--- config.mk ---
export PLATFORM = sky130hd
export DESIGN_NAME = mem_stage_dmem
export DESIGN_NICKNAME = d
export VERILOG_FILES = /design/src/rtl/pipe_pkg.sv /design/src/rtl/mem_wb_reg.sv /design/src/rtl/mem_stage_dmem.sv
export SDC_FILE = /design/constraint.sdc
export NUM_CORES = 1
export LEC_CHECK = 0
export CAP_MARGIN = 20
export CORE_MARGIN = 8
export CORE_UTILIZATION = 29
export DETAILED_ROUTE_END_ITERATION = 7
export PLACE_DENSITY = 0.79
export SETUP_SLACK_MARGIN = 0.05
export SLEW_MARGIN = 20
export SYNTH_ARGS = -nofsm -noshare
export SYNTH_HDL_FRONTEND = slang
export SYNTH_SLANG_ARGS = --single-unit
--- constraint.sdc ---
create_clock -name clk -period 1.55 [get_ports clk]
set_input_delay 0.2325 -clock clk [delete_from_list [all_inputs] [get_ports clk]]
set_output_delay 0.2325 -clock clk [all_outputs]
set_load 0.01 [all_outputs]
--- src/rtl/pipe_pkg.sv ---
// Shared types and constants for the MEM stage and its MEM/WB register.
// Latency: n/a (declarations only).
// Backpressure: n/a.
package pipe_pkg;

  localparam int DATA_W = 32;
  localparam int REG_W  = 5;
  localparam logic [DATA_W-1:0] NOP_INSTR = 32'h0;

  // Data-memory access FSM: IDLE issues zero-wait accesses, WAIT holds an outstanding one.
  typedef enum logic {
    IDLE = 1'b0,
    WAIT = 1'b1
  } state_t;

  // One MEM/WB pipeline entry.
  typedef struct packed {
    logic              reg_write;
    logic [REG_W-1:0]  write_reg;
    logic [DATA_W-1:0] result;
    logic [DATA_W-1:0] instr;
    logic              valid;
  } wb_t;

endpackage

--- src/rtl/mem_wb_reg.sv ---
// MEM/WB pipeline register; a bubble request replaces the entry with a NOP.
// Latency: 1 cycle, updates every cycle (no hold/enable).
// Backpressure: none; stalls upstream are expressed by the caller as bubbles.
// Ports: clk/rst (sync, active-high), bubble_i squashes this cycle's entry,
//        wb_i next entry (valid field ignored), wb_o registered entry.
module mem_wb_reg
  import pipe_pkg::*;
(
  input  logic clk,
  input  logic rst,
  input  logic bubble_i,
  input  wb_t  wb_i,
  output wb_t  wb_o
);

  wb_t wb_d;
  wb_t wb_q;

  always_comb begin
    wb_d       = wb_i;
    wb_d.valid = 1'b1;
    if (bubble_i) begin
      // Result is left as computed; it is meaningless while valid is low.
      wb_d.reg_write = 1'b0;
      wb_d.write_reg = '0;
      wb_d.instr     = NOP_INSTR;
      wb_d.valid     = 1'b0;
    end
  end

  always_ff @(posedge clk) begin
    if (rst) begin
      wb_q <= '0;
    end else begin
      wb_q <= wb_d;
    end
  end

  assign wb_o = wb_q;

endmodule

--- src/rtl/mem_stage_dmem.sv ---
// MIPS MEM stage: data-memory access over req/ack, result mux, MEM/WB register.
// Latency: M->W is 1 cycle plus memory wait cycles; misaligned/timeout give a 1-cycle bubble.
// Backpressure: StallM holds EX/MEM and earlier while a request is outstanding (comb from ack).
// Ports: clk/rst; EX/MEM inputs (RegWriteM, MemtoRegM, MemWriteM, MEM_Link, WriteRegM,
//        MEM_ALUOut, MEM_WriteData, MEM_PCPlus4, MEM_Instr); dmem_* memory handshake;
//        StallM; WB outputs (RegWriteW, WriteRegW, WB_Result, WB_Instr, WB_Valid);
//        Err sticky flags [0] misaligned, [1] timeout.
module mem_stage_dmem
  import pipe_pkg::*;
#(
  parameter int unsigned TIMEOUT = 255
) (
  input  logic              clk,
  input  logic              rst,
  input  logic              RegWriteM,
  input  logic              MemtoRegM,
  input  logic              MemWriteM,
  input  logic              MEM_Link,
  input  logic [REG_W-1:0]  WriteRegM,
  input  logic [DATA_W-1:0] MEM_ALUOut,
  input  logic [DATA_W-1:0] MEM_WriteData,
  input  logic [DATA_W-1:0] MEM_PCPlus4,
  input  logic [DATA_W-1:0] MEM_Instr,
  output logic              dmem_req,
  output logic              dmem_we,
  output logic [DATA_W-1:0] dmem_addr,
  output logic [DATA_W-1:0] dmem_wdata,
  input  logic [DATA_W-1:0] dmem_rdata,
  input  logic              dmem_ack,
  output logic              StallM,
  output logic              RegWriteW,
  output logic [REG_W-1:0]  WriteRegW,
  output logic [DATA_W-1:0] WB_Result,
  output logic [DATA_W-1:0] WB_Instr,
  output logic              WB_Valid,
  output logic [1:0]        Err
);

  localparam logic [7:0] TIMEOUT_C = 8'(TIMEOUT);

  state_t     state_q;
  logic [7:0] cnt_q;
  logic [1:0] err_q;

  logic access;
  logic misal;
  logic at_limit;
  logic abandon;
  logic bubble;
  wb_t  wb_d;
  wb_t  wb_q;

  assign access   = MemtoRegM | MemWriteM;
  assign misal    = access & (MEM_ALUOut[1:0] != 2'b00);
  assign at_limit = (state_q == WAIT) && (cnt_q == TIMEOUT_C);

  // Request is suppressed during reset so an access in flight is dropped immediately.
  assign dmem_req   = ~rst & (((state_q == IDLE) & access & ~misal) | (state_q == WAIT));
  assign dmem_we    = MemWriteM;
  assign dmem_addr  = MEM_ALUOut;
  assign dmem_wdata = MEM_WriteData;

  // The last WAIT cycle is not a stall: the access is abandoned and the pipe moves on.
  assign StallM  = dmem_req & ~dmem_ack & ~at_limit;
  assign abandon = ~rst & at_limit & ~dmem_ack;
  assign bubble  = StallM | abandon | misal;

  always_comb begin
    wb_d           = '0;
    wb_d.reg_write = RegWriteM;
    wb_d.write_reg = WriteRegM;
    wb_d.instr     = MEM_Instr;
    if (MEM_Link) begin
      wb_d.result = MEM_PCPlus4;
    end else if (MemtoRegM) begin
      wb_d.result = dmem_rdata;
    end else begin
      wb_d.result = MEM_ALUOut;
    end
  end

  // Access FSM, wait counter and sticky error flags.
  always_ff @(posedge clk) begin
    if (rst) begin
      state_q <= IDLE;
      cnt_q   <= '0;
      err_q   <= '0;
    end else begin
      if (misal) begin
        err_q[0] <= 1'b1;
      end
      if (abandon) begin
        err_q[1] <= 1'b1;
      end
      case (state_q)
        IDLE: begin
          if (dmem_req & ~dmem_ack) begin
            state_q <= WAIT;
            cnt_q   <= 8'd1;
          end
        end
        WAIT: begin
          if (dmem_ack | at_limit) begin
            state_q <= IDLE;
            cnt_q   <= '0;
          end else begin
            cnt_q <= cnt_q + 8'd1;
          end
        end
        default: begin
          state_q <= IDLE;
          cnt_q   <= '0;
        end
      endcase
    end
  end

  mem_wb_reg u_mem_wb_reg (
    .clk      (clk),
    .rst      (rst),
    .bubble_i (bubble),
    .wb_i     (wb_d),
    .wb_o     (wb_q)
  );

  assign RegWriteW = wb_q.reg_write;
  assign WriteRegW = wb_q.write_reg;
  assign WB_Result = wb_q.result;
  assign WB_Instr  = wb_q.instr;
  assign WB_Valid  = wb_q.valid;
  assign Err       = err_q;

endmodule

==> impl_summary.log <==
INFO  metric outcome = complete, but fails checks
INFO  metric failed_checks = negative setup slack
INFO  metric grt_remaining_overflow = 0
INFO  metric first_iter_violations = 102
INFO  metric maxClockFrequency = 618 MHz
INFO  metric critical-path-max-stage-delay = 0.39 ns
INFO  metric power.share.clock = 0.367
INFO  metric worstPathBufferInverterCount = 4
INFO  metric wl_per_cell = 18.9 um
INFO  metric dp_hpwl = 11.0 mm
INFO  metric grt_start_max_net_pins = 33
INFO  metric timing.hold.worst.class = in2reg
INFO  metric drt-pass1-iter-count = 4
INFO  metric remaining_drc_errors = 0
INFO  metric fillCellCount = 1076
INFO  metric routed.top_layer = met4
INFO  metric drt.antenna.violating_nets = 0
INFO  metric mappedNetlistArea = 3630 um^2
INFO  metric holdWs = 0.442 ns
INFO  metric power.share.sequential = 0.417
INFO  metric synth.area.top_cells = dfxtp_1 (45%), buf_4 (14%), mux2_2 (9.9%), mux2i_1 (8.8%), and2_1 (6.6%)
INFO  metric net-switching-power = 1.31 mW
INFO  metric timing.final.ws_setup = -0.0691 ns
INFO  metric die-area = 16300 um^2
INFO  metric critical-path-top-delay-family = buffers and inverters
INFO  metric final_count_of_negative_setup_slack_endpoints = 40
INFO  metric cts.sink_count = 82
INFO  metric internal_power = 4.06 mW
INFO  metric die_w = 128 um
INFO  metric ctsRootBufferMaster = clkbuf_16
INFO  metric timing_hold_violations_final = 0
INFO  metric via_per_inst = 4.39
INFO  metric postSynthAreaPerCell = 10.1 um^2
INFO  metric mostFrequentLayoutCell = clkdlybuf4s50_1
INFO  metric comb_power_share = 0.215
INFO  metric holdPathStages = 4
INFO  metric crit_path_max_fanout = 22
INFO  metric boundaryPins = 312
INFO  metric synth_async_sr_flop_share = 0
INFO  metric count_of_different_cell_masters_after_synthesis = 36
INFO  metric yosysTopAreaCellShare = 0.453
INFO  metric rsz0062_at_grt = true
INFO  metric grt_first_pass_wirelength = 20.0 mm
INFO  metric die_height = 128 um
INFO  metric critical_path_cell_count = 7
INFO  metric clkTransAtPathRegs = 0.07 ns
INFO  metric worst_setup_path_start_kind = input pin
INFO  metric crit_slowest_cell = or3_4
INFO  metric synth_nets = 531
INFO  metric synth_enable_flop_cells = 0
INFO  metric critPathKind = in2reg
INFO  metric critical_path.cell_chain = dlygate4sd2_1 -> buf_6 -> or3_4 -> a211oi_4 -> buf_6 -> clkbuf_16 -> and2_4
INFO  metric p_leak = 2.80 nW
INFO  metric gp_congestion = 0.821
INFO  metric grt_pass1_vias = 3616
INFO  metric gr-usage-all-layers = 0.159
INFO  metric io_buffer_count = 247
INFO  metric worst_setup_path_end_kind = register
INFO  metric start_util = 0.292
INFO  metric mostFrequentLayoutCells = clkdlybuf4s50_1 (209), dfxtp_1 (79), nor2_1 (35)
INFO  metric detailed_place.area = 5970 um^2
INFO  metric design_area = 6620 um^2
INFO  metric cts_max_path_buffers = 2
INFO  metric m1WireLength = 4.72 mm
INFO  metric period_needed = 1.62 ns
INFO  metric slew_violations = 0
INFO  metric power.switching_fraction = 0.244
INFO  metric power_per_cell_area = 812 nW/um^2
INFO  metric yosys_warns = 0
INFO  metric grt_antenna_before_repair = 0
INFO  metric place_worst_setup_slack = -0.657 ns
INFO  metric vdd.ir_drop.worst = 393 uV
INFO  metric layout_worst_path_cycle_share = 1.04
INFO  metric yosys_most_used_dff = dfxtp_1
INFO  metric clock_latency_on_the_worst_skew_pair = 0.33 ns
INFO  metric num-nets-final = 747
INFO  metric crit_path_frequent_cell = buf_6
INFO  metric drv_cap = 0
INFO  metric finalSetupTns = -1.63 ns
INFO  metric ys_seq_area_frac = 0.453
INFO  metric ctsHtreeMaxLevel = 3
INFO  metric power = 5.38 mW
INFO  metric worst-endpoint-required = 1.83 ns
INFO  metric std_cell_rows = 41
INFO  metric n_antenna_cell = 0
INFO  metric cts-buffers-inserted = 9
INFO  metric postSynthRegisterBits = 82
INFO  metric worst-slew-pin-transition = 0.361 ns
INFO  metric rr_worst_depth = 6
INFO  metric finalClockSkew = 0.00483 ns
INFO  metric cts_hold_repair.buffers = 0
INFO  metric post_synthesis_cell_count = 358
INFO  metric timing.max_slew.rel_slack = 0.759
INFO  metric clock_tree_from_tritoncts = done
INFO  metric core_region_area = 12400 um^2
INFO  metric layout-drive-gt1-share = 0.235
INFO  metric synth_area_leader_cell = dfxtp_1
INFO  metric flow.area_growth_from_synthesis = 82.6%
INFO  metric overall_via_count_from_detail_route = 3300
INFO  metric met2WireLength = 7.39 mm
INFO  metric met3_wirelength = 1.88 mm
INFO  metric drt_wl_total = 14.2 mm
INFO  metric data_arrival_time_of_the_critical_path = 1.90 ns
[path summary, 6_finish.rpt]
path,startpoint,to,slack (ns)
worst max-delay path,MemtoRegM,u_mem_wb_reg.wb_o[15],-0.07
worst min-delay path,MEM_Link,u_mem_wb_reg.wb_o[40],0.44
worst max register to register,state_q,u_mem_wb_reg.wb_o[15],-0.07
worst min register to register,Err[1],Err[1],0.46
[cell type report]
cell class / count / area, um^2 / area share
timing repair buffer: 288 / 2910 / 0.440
clock buffer: 9 / 225 / 0.0340
multi-input combinational: 184 / 1530 / 0.231
tap: 172 / 215 / 0.0325
sequential: 82 / 1650 / 0.249
clock inverter: 7 / 55.1 / 0.00832
inverter: 9 / 33.8 / 0.00510
[cell usage after synthesis (all sizes together), types with 2 or more instances]
cell type / number
nor2: 36
o21ai: 5
and2: 38
a311o: 2
inv: 9
mux2i: 32
mux2: 32
o221ai: 2
clkbuf: 5
nand4: 3
a21oi: 6
buf: 78
nor3b: 2
nand3: 3
nor4: 2
o211ai: 2
nand2: 2
or4: 4
dfxtp: 82
[routing by layer]
layer / vias to the layer above / global-route usage
li1: 1564 / -
met1: 1502 / 0.144
met2: 220 / 0.288
met3: 14 / 0.0899
met4: 0 / 0.0587
met5: - / 0
[registers in the layout, summed over array words and instances (netlist names)]
register,flops
state_q,1
cnt_q,8
Err,2
u_mem_wb_reg.wb_o,71
[power by group through the flow]
stage	sequential (mW)	combinational [mW]	clock, mW
detailed placement	2.29	1.09	0
CTS	2.25	1.10	2.04
finish	2.24	1.16	1.98
global route	2.25	1.23	2.13
floorplan	2.34	0.438	0
global placement	2.29	1.07	0
[logic make-up after synthesis]
family / share of synthesized area
adder cells (fa/ha/maj): 0.00345
AND/OR/NAND/NOR: 0.137
buffers and inverters: 0.171
flip-flops: 0.453
AO/OA/AOI/OAI: 0.0456
multiplexers: 0.188
XOR/XNOR: 0.00242
[what timing repair did]
action / 4_1_cts / 5_1_grt
resized for setup: 49 / 54
pin swaps: 5 / 30
gates cloned: 1 / 5
setup endpoints to repair: 78 / 70
setup buffers: 4 / 2
[worst min-delay path, cell delays in order]
cell     delay [ns]
buf_2          0.11
buf_12         0.18
mux2i_1        0.14
nor2_1         0.07
[through the flow]
| step | instances | util |
|---|---|---|
| 5_1_grt | 751 | 0.533 |
| 6_report | 751 | 0.533 |
| 2_1_floorplan | 358 | - |
| 4_1_cts | 744 | 0.511 |
| 3_3_place_gp | 724 | 0.481 |
| 3_5_place_dp | 724 | 0.481 |
Power figures use the tool's default switching activity.
